===== src/rtl/led_pattern_gen.sv =====
// Multi-channel LED pattern generator: one shared prescaler feeding per-channel
// off/on/blink/breathe selectors with run-time configuration.
module led_pattern_gen #(
  parameter  int CHANNELS  = 4,
  parameter  int CNT_WIDTH = 24,
  parameter  int PWM_WIDTH = 8,
  localparam int CH_W      = (CHANNELS > 1) ? $clog2(CHANNELS) : 1,
  localparam int TAP_W     = $clog2(CNT_WIDTH)
) (
  input  logic                clk,
  input  logic                rst_n,
  input  logic                en,
  input  logic                sync_clr,
  input  logic                cfg_we,
  input  logic [CH_W-1:0]     cfg_ch,
  input  logic [1:0]          cfg_mode,
  input  logic [TAP_W-1:0]    cfg_tap,
  output logic [CHANNELS-1:0] led,
  output logic                tick
);

  typedef enum logic [1:0] {
    MODE_OFF     = 2'd0,
    MODE_ON      = 2'd1,
    MODE_BLINK   = 2'd2,
    MODE_BREATHE = 2'd3
  } mode_t;

  logic [CNT_WIDTH-1:0] cnt;
  mode_t                mode [CHANNELS];
  logic [TAP_W-1:0]     tap  [CHANNELS];
  logic [CHANNELS-1:0]  led_nxt;
  logic                 pwm_on;

  // Taps beyond the counter width would select a nonexistent bit.
  function automatic logic [TAP_W-1:0] clamp_tap(input logic [TAP_W-1:0] t);
    if (32'(t) >= 32'(CNT_WIDTH)) return TAP_W'(CNT_WIDTH - 1);
    return t;
  endfunction

  // Triangle duty from the top counter bits, compared against the low bits.
  function automatic logic breathe_on(input logic [CNT_WIDTH-1:0] c);
    logic [PWM_WIDTH:0]   ph;
    logic [PWM_WIDTH-1:0] duty;
    ph   = c[CNT_WIDTH-1 -: PWM_WIDTH+1];
    duty = ph[PWM_WIDTH] ? ~ph[PWM_WIDTH-1:0] : ph[PWM_WIDTH-1:0];
    return c[PWM_WIDTH-1:0] < duty;
  endfunction

  always_ff @(posedge clk or negedge rst_n) begin
    if (!rst_n) begin
      cnt  <= '0;
      tick <= 1'b0;
    end else begin
      tick <= (&cnt) && en && !sync_clr;
      if (sync_clr)
        cnt <= '0;
      else if (en)
        cnt <= cnt + 1'b1;
    end
  end

  // Out-of-range channel indices match no loop iteration and are dropped.
  always_ff @(posedge clk or negedge rst_n) begin
    if (!rst_n) begin
      for (int i = 0; i < CHANNELS; i++) begin
        mode[i] <= MODE_BLINK;
        tap[i]  <= TAP_W'(CNT_WIDTH - 3);
      end
    end else begin
      for (int i = 0; i < CHANNELS; i++) begin
        if (cfg_we && (cfg_ch == CH_W'(i))) begin
          mode[i] <= mode_t'(cfg_mode);
          tap[i]  <= clamp_tap(cfg_tap);
        end
      end
    end
  end

  assign pwm_on = breathe_on(cnt);

  always_comb begin
    led_nxt = '0;
    for (int i = 0; i < CHANNELS; i++) begin
      unique case (mode[i])
        MODE_OFF:     led_nxt[i] = 1'b0;
        MODE_ON:      led_nxt[i] = 1'b1;
        MODE_BLINK:   led_nxt[i] = cnt[tap[i]];
        MODE_BREATHE: led_nxt[i] = pwm_on;
        default:      led_nxt[i] = 1'b0;
      endcase
    end
  end

  always_ff @(posedge clk or negedge rst_n) begin
    if (!rst_n)
      led <= '0;
    else
      led <= led_nxt;
  end

endmodule


===== config.mk =====
export PLATFORM = sky130hd
export DESIGN_NAME = led_pattern_gen
export DESIGN_NICKNAME = d
export VERILOG_FILES = /design/src/rtl/led_pattern_gen.sv
export SDC_FILE = /design/constraint.sdc
export NUM_CORES = 1
export LEC_CHECK = 0
export CORE_MARGIN = 4
export CORE_UTILIZATION = 40
export CTS_CLUSTER_DIAMETER = 200
export CTS_CLUSTER_SIZE = 10
export DETAILED_ROUTE_END_ITERATION = 6
export GPL_TIMING_DRIVEN = 0
export SYNTH_ARGS = -nofsm -noshare
export SYNTH_HDL_FRONTEND = slang
export SYNTH_SLANG_ARGS = --single-unit

===== constraint.sdc =====
create_clock -name clk -period 3.9 [get_ports clk]
set_clock_uncertainty 0.15 [all_clocks]
set_input_delay 0.585 -clock clk [delete_from_list [all_inputs] [get_ports clk]]
set_output_delay 0.585 -clock clk [all_outputs]
set_load 0.005 [all_outputs]

==> impl_metrics.toml, run 1 <==
[floorplanning]
die_area_mm2 = 0.0110
io_pins = 19
fp.dieW_um = 105
initial_core_util = 0.410
dieHeight_um = 105
num_rows = 35
core_area_mm2 = 0.00920

[synthesis]
syn-mean-instance-area_um2 = 10.4
async_reset_ff_frac = 1.00
syn_area_mm2 = 0.00377
synthDistinctLibCells = 55
ys_warn_count = 0
synthTopCellsByArea = "dfrtp_1, dfstp_2, mux2i_1"
synth_edf_count = 0
yosysTopAreaCellShare = 0.272
synth_top_cell_by_area = "dfrtp_1"
syn_inst = 362
syn_nets = 385
synth_seq_cells = 57
ys.flop_type = "dfrtp_1"
seq_area_frac_synth = 0.383

[clocking]
clk_pin_slew_ps = 70
clkSinkCount = 57
htree_levels = 3
worstSkewPairLatency_ps = 350
cts_buffers = 9
clock_path_buffers = 2
cts-resized-gates = 0
ctsHoldBuffers = 0
cts_tree = "built"
cts-root-buf = "clkbuf_8"
postCtsSetupRepairBufs = 0

[critical_path]
crit_type = "flop to flop"
r2r_start = "cnt[23]$_DFFE_PN0P_"
worstSetupStartpointType = "flop"
rrSetupSlack_ps = 1220
ff2ff_path_depth = 8
cp.required_ps = 3930
regToRegEndpoint = "led[0]$_DFF_PN0_"
crit_fanout = 10
crit_path_end_kind = "flop"
cp.arrival_ps = 2710

[layout]
synthToLayoutAreaGrowth_pct = 13.6
final_cells = 506
antenna_cells = 0
nets = 413
final_common_cell = "dfrtp_1"
final_cell_mix = "dfrtp_1, nor2_1, nand2_1, mux2i_1, xnor2_1"
drive_above_1_share = 0.246

[global_route]
grt_use_met1 = 0.247
top_usage_layer = "met2"
antenna_found_initial = 0
grtUsageMet2 = 0.263
grt_overflow = 0
grt_pass1_vias = 2863
grt_max_degree = 33
grt_use_met3 = 0.0358
gr-usage-all-layers = 0.174
grt_pass1_wl_um = 15100

[hold_path]
hp-class = "input port to asynchronous set/reset pin"

[placement]
numPlacedInstances = 490
dpl.hpwl_um = 6570
numPortBuffers = 16
gp_congestion = 0.884

[timing]
hold_ws_ps = 158
hold_viol_final = 0
fin_crit_sh = 0.686
fmax_mhz = 374
setup_viol = 0
report.final.slew_viol_count = 0
max_slew_margin = 0.401
rsz0062_at_grt = "false"
min_period_ps = 2680
tns_ps = 0
worst_slew_pin_slew_ps = 889

[route]
ant_nets = 0
wl_per_cell_um = 17.8
routed_wl_um = 8990
drcViolationCount = 0
viasPerCell = 5.65
drt_first_pass_iters = 5
dr.first_iter.drc_count = 197
num_vias = 2860

[power_and_ir_drop]
power.total_w = 0.00161
power.switching_w = 0.000456
irDropWorstVdd_mv = 0.146
p_int_w = 0.00115
p_sw_frac = 0.284
p_clk_frac = 0.347
p_leak_nw = 1.73
share_comb_of_total_power = 0.198
p_seq_frac = 0.454
power_density_mw_per_mm2 = 375

[run]
maxCapViolations = 0

[run_status]
status = "complete, no violations"
==> layer usage <==
metal	vias up	part of all wire	wire length, um
met3	10	0.053	475
li1	1361	-	-
met4	0	0.016	145
met2	77	0.46	4160
met5	-	0	0
met1	1412	0.47	4220
==> flip-flops by register name, indices dropped and copies added, names as in the netlist <==
name / flops
tap: 20
mode: 8
cnt: 24
led: 4
tick: 1
==> power groups by stage <==
stage	clock (W)	combinational, W	sequential [W]
after global routing	0.000595	0.000356	0.000741
after global placement	0	0.000314	0.000738
after CTS	0.000572	0.000321	0.000730
after detailed placement	0	0.000321	0.000740
final	0.000559	0.000318	0.000730
after floorplan	0	0.000220	0.000728
==> cell usage after synthesis, types with 6 or more instances <==
cell type / number
clkbuf_1: 7
mux4_2: 8
nor2_1: 33
mux2_2: 20
dfstp_2: 16
xnor2_1: 22
buf_2: 9
mux2i_1: 26
dfrtp_1: 41
a21oi_1: 12
nand2_1: 31
clkbuf_8: 9
nor4_1: 7
nor2b_1: 6
o21ai_0: 17
ha_1: 9
inv_1: 10
==> kinds of logic (layout without fill, tap and decap cells) <==
group / Yosys count / count (layout) / share of synthesized area
compound gates: 64 / 64 / 0.113
xor+xnor: 25 / 25 / 0.0580
fa+ha+maj: 9 / 9 / 0.0299
buf+inv: 39 / 72 / 0.0710
flops: 57 / 57 / 0.383
mux: 56 / 56 / 0.187
simple gates: 112 / 112 / 0.158
==> worst max-delay path, cell delays in order, from the launching register on <==
cell      delay (ps)
dfrtp_1          460
buf_2            310
xnor2_1          110
ha_1             300
o211ai_1          90
a21oi_1          130
a211oi_1          70
o21ai_0          700
a31oi_1          190
==> through the flow <==
step	util	worst slack [ps]	cell area (um2)
2_1_floorplan	-	1870	3770
3_3_place_gp	0.443	288	4070
3_5_place_dp	0.444	1240	4090
4_1_cts	0.466	1230	4280
5_1_grt	0.466	994	4280
6_report	0.466	1220	4280
==> how the worst max path moves through the flow <==
| stage | from | end | slack, ps | cells after the start |
|---|---|---|---|---|
| after floorplan | tap[10]$_DFFE_PN1P_ | led[1]$_DFF_PN0_ | 1870 | 6 |
| after global placement | rst_n | cnt[8]$_DFFE_PN0P_ | 290 | 1 |
| after detailed placement | cnt[23]$_DFFE_PN0P_ | led[0]$_DFF_PN0_ | 1240 | 8 |
| after CTS | cnt[23]$_DFFE_PN0P_ | led[0]$_DFF_PN0_ | 1230 | 8 |
| after global routing | cnt[23]$_DFFE_PN0P_ | led[0]$_DFF_PN0_ | 990 | 8 |
| final | cnt[23]$_DFFE_PN0P_ | led[0]$_DFF_PN0_ | 1220 | 8 |
==> final cells by class <==
type / count / area [um2]
Multi-Input combinational cell: 266 / 2060
Inverter: 10 / 37.5
Fill cell: 883 / 4910
Buffer: 29 / 230
Sequential cell: 57 / 1450
Tap cell: 111 / 139
Clock buffer: 11 / 141
Timing Repair Buffer: 17 / 175
Clock inverter: 5 / 56.3
(Power assumes the default switching activity.)
==> inputs of run 2 (changes only) <==
Clock period 3.9 ns to 2.75 ns, I/O delays scaled along.
==> run 2 against run 1 <==
The flow now finishes with violations (hold timing). Via count fell by 0.31%. Non-clock buffer count stayed put. Clock-buffer cell count unchanged. Worst setup slack worse by 880 ps. Clock power grew 41%. Sequential cell count did not move.
==> impl_metrics.toml, run 2 (synthesis gave the netlist of run 1 again) <==
[run_status]
status = "finished, violations left"
violations = "hold timing"

[critical_path]
crit_type = "flop to flop"
crit_slowest_cell = "dfrtp_1"
crit_top_cell = "a21o_1"
crit_path_end_kind = "flop"
crit_fanout = 10
crit_buf_inv = 1
slowest_delay_ps = 460
crit_path_cell_trace = "buf_2 > xnor2_1 > ha_1 > a21o_1 > a21o_1 > a21oi_1 > o21ai_1 > a31oi_1"
worstSetupStartpointType = "flop"
cp.required_ps = 2850
crit_family = "compound AO/OA/AOI/OAI gates"
cp.arrival_ps = 2510

[layout]
nFillCells = 883
drive_above_1_share = 0.246
reg_top3 = "cnt: 24 flops, tap: 20 flops, mode: 8 flops"
final_cell_mix = "dfrtp_1, nor2_1, nand2_1, mux2i_1, xnor2_1"
synthToLayoutAreaGrowth_pct = 13.6
final_common_cell = "dfrtp_1"
largest_register = "cnt"
largest_reg_flops = 24
antenna_cells = 0
nets = 413
final_util = 0.466
final_cells = 506

[global_route]
grt_pass1_wl_um = 15100
grt_pass1_vias = 2863
antenna_found_initial = 0
grt_max_degree = 33
gr-usage-all-layers = 0.174
grt_overflow = 0

[timing]
setup_viol = 0
rsz0062_at_grt = "false"
worst_slew_pin_slew_ps = 765
fmax_mhz = 415
layout_setup_ws_ps = 340
max_slew_margin = 0.490
hold_viol_final = 6
fin_crit_sh = 0.876
hold_ws_ps = -12.5
min_period_ps = 2410
report.final.slew_viol_count = 0

[placement]
gp_congestion = 0.884
numPortBuffers = 16
numPlacedInstances = 490
dpl.hpwl_um = 6570
pre_cts_slack_ps = 91.4

[clocking]
clock_path_buffers = 2
worstSkewPairLatency_ps = 350
cts_tree = "built"
cts-root-buf = "clkbuf_8"
clkSinkCount = 57
postCtsSetupRepairBufs = 0
cts_buffers = 9
clk_pin_slew_ps = 70
htree_levels = 3

[power_and_ir_drop]
irDropWorstVdd_mv = 0.208
power_density_mw_per_mm2 = 532
p_leak_nw = 1.73

[floorplanning]
core_area_mm2 = 0.00920
io_pins = 19
die_area_mm2 = 0.0110
num_rows = 35
fp.dieW_um = 105
dieHeight_um = 105
initial_core_util = 0.410

[route]
ant_nets = 0
viasPerCell = 5.63
drcViolationCount = 0
routed_wl_um = 9010
num_vias = 2851
wl_per_cell_um = 17.8
dr.first_iter.drc_count = 184
drt_first_pass_iters = 4

[hold_path]
hp-class = "input port to asynchronous set/reset pin"

[run]
maxCapViolations = 0
==> run 2: cell types whose count changed in the layout (fill, tap and decap cells not counted) <==
| cell | delta |
|---|---|
| o21ai_0 | -1 |
| o21ai_1 | +1 |
==> run 2: worst paths after layout <==
| path | start | endpoint | slack (ps) | cells past startpoint |
|---|---|---|---|---|
| worst min register to register | mode[0]$_DFFE_PN0P_ | led[3]$_DFF_PN0_ | 340 | 1 |
| max in group asynchronous | rst_n | tap[17]$_DFFE_PN1P_ | 1780 | 2 |
| worst max-delay path | cnt[23]$_DFFE_PN0P_ | led[0]$_DFF_PN0_ | 340 | 8 |
| worst max register to register | cnt[23]$_DFFE_PN0P_ | led[0]$_DFF_PN0_ | 340 | 8 |
| worst min-delay path | rst_n | mode[2]$_DFFE_PN0P_ | -10 | 1 |
| min in group clk | sync_clr | cnt[9]$_DFFE_PN0P_ | 140 | 2 |
==> run 2: timing repair <==
action                                  in CTS  in global routing
hold buffers                                 0                  0
endpoints found under the setup margin       0                  4
resized for setup                            0                  1
==> run 2: metal layers <==
metal / up-vias / global-route usage / routed length, um
li1: 1359 / - / -
met1: 1406 / 0.247 / 4170
met2: 76 / 0.263 / 4170
met3: 10 / 0.0358 / 523
met5: - / 0 / 0
met4: 0 / 0.0628 / 145
==> run 2: power breakdown <==
part	switching, W	leakage (nW)	internal [W]	total [W]
clock network	0.000349	0.0993	0.000441	0.000790
logic	0.000224	0.924	0.000228	0.000452
registers	0.0000727	0.711	0.000963	0.00104
total	0.000646	1.73	0.00163	0.00228
==> run 2: area by class of cell <==
cell class	instances	area (um2)	share of cell area
plain buffers	29	230	0.0537
repair buffers	17	175	0.0409
inverters	10	37.5	0.00876
multi-input cells	266	2060	0.480
clock buffers	11	141	0.0330
flip-flops and latches	57	1450	0.338
well taps	111	139	0.0324
clock inverters	5	56.3	0.0131
==> run 2: through the flow <==
| step | total power [W] | instance area [um2] | setup TNS (ps) | hold slack [ps] |
|---|---|---|---|---|
| global route | 0.00240 | 4280 | 0 | 31.9 |
| global placement | 0.00149 | 4070 | -28950 | 323 |
| finish | 0.00228 | 4280 | 0 | -12.5 |
| detailed placement | 0.00151 | 4090 | 0 | 333 |
| floorplan | 0.00134 | 3770 | 0 | -33.1 |
| CTS | 0.00230 | 4280 | 0 | 4.49 |
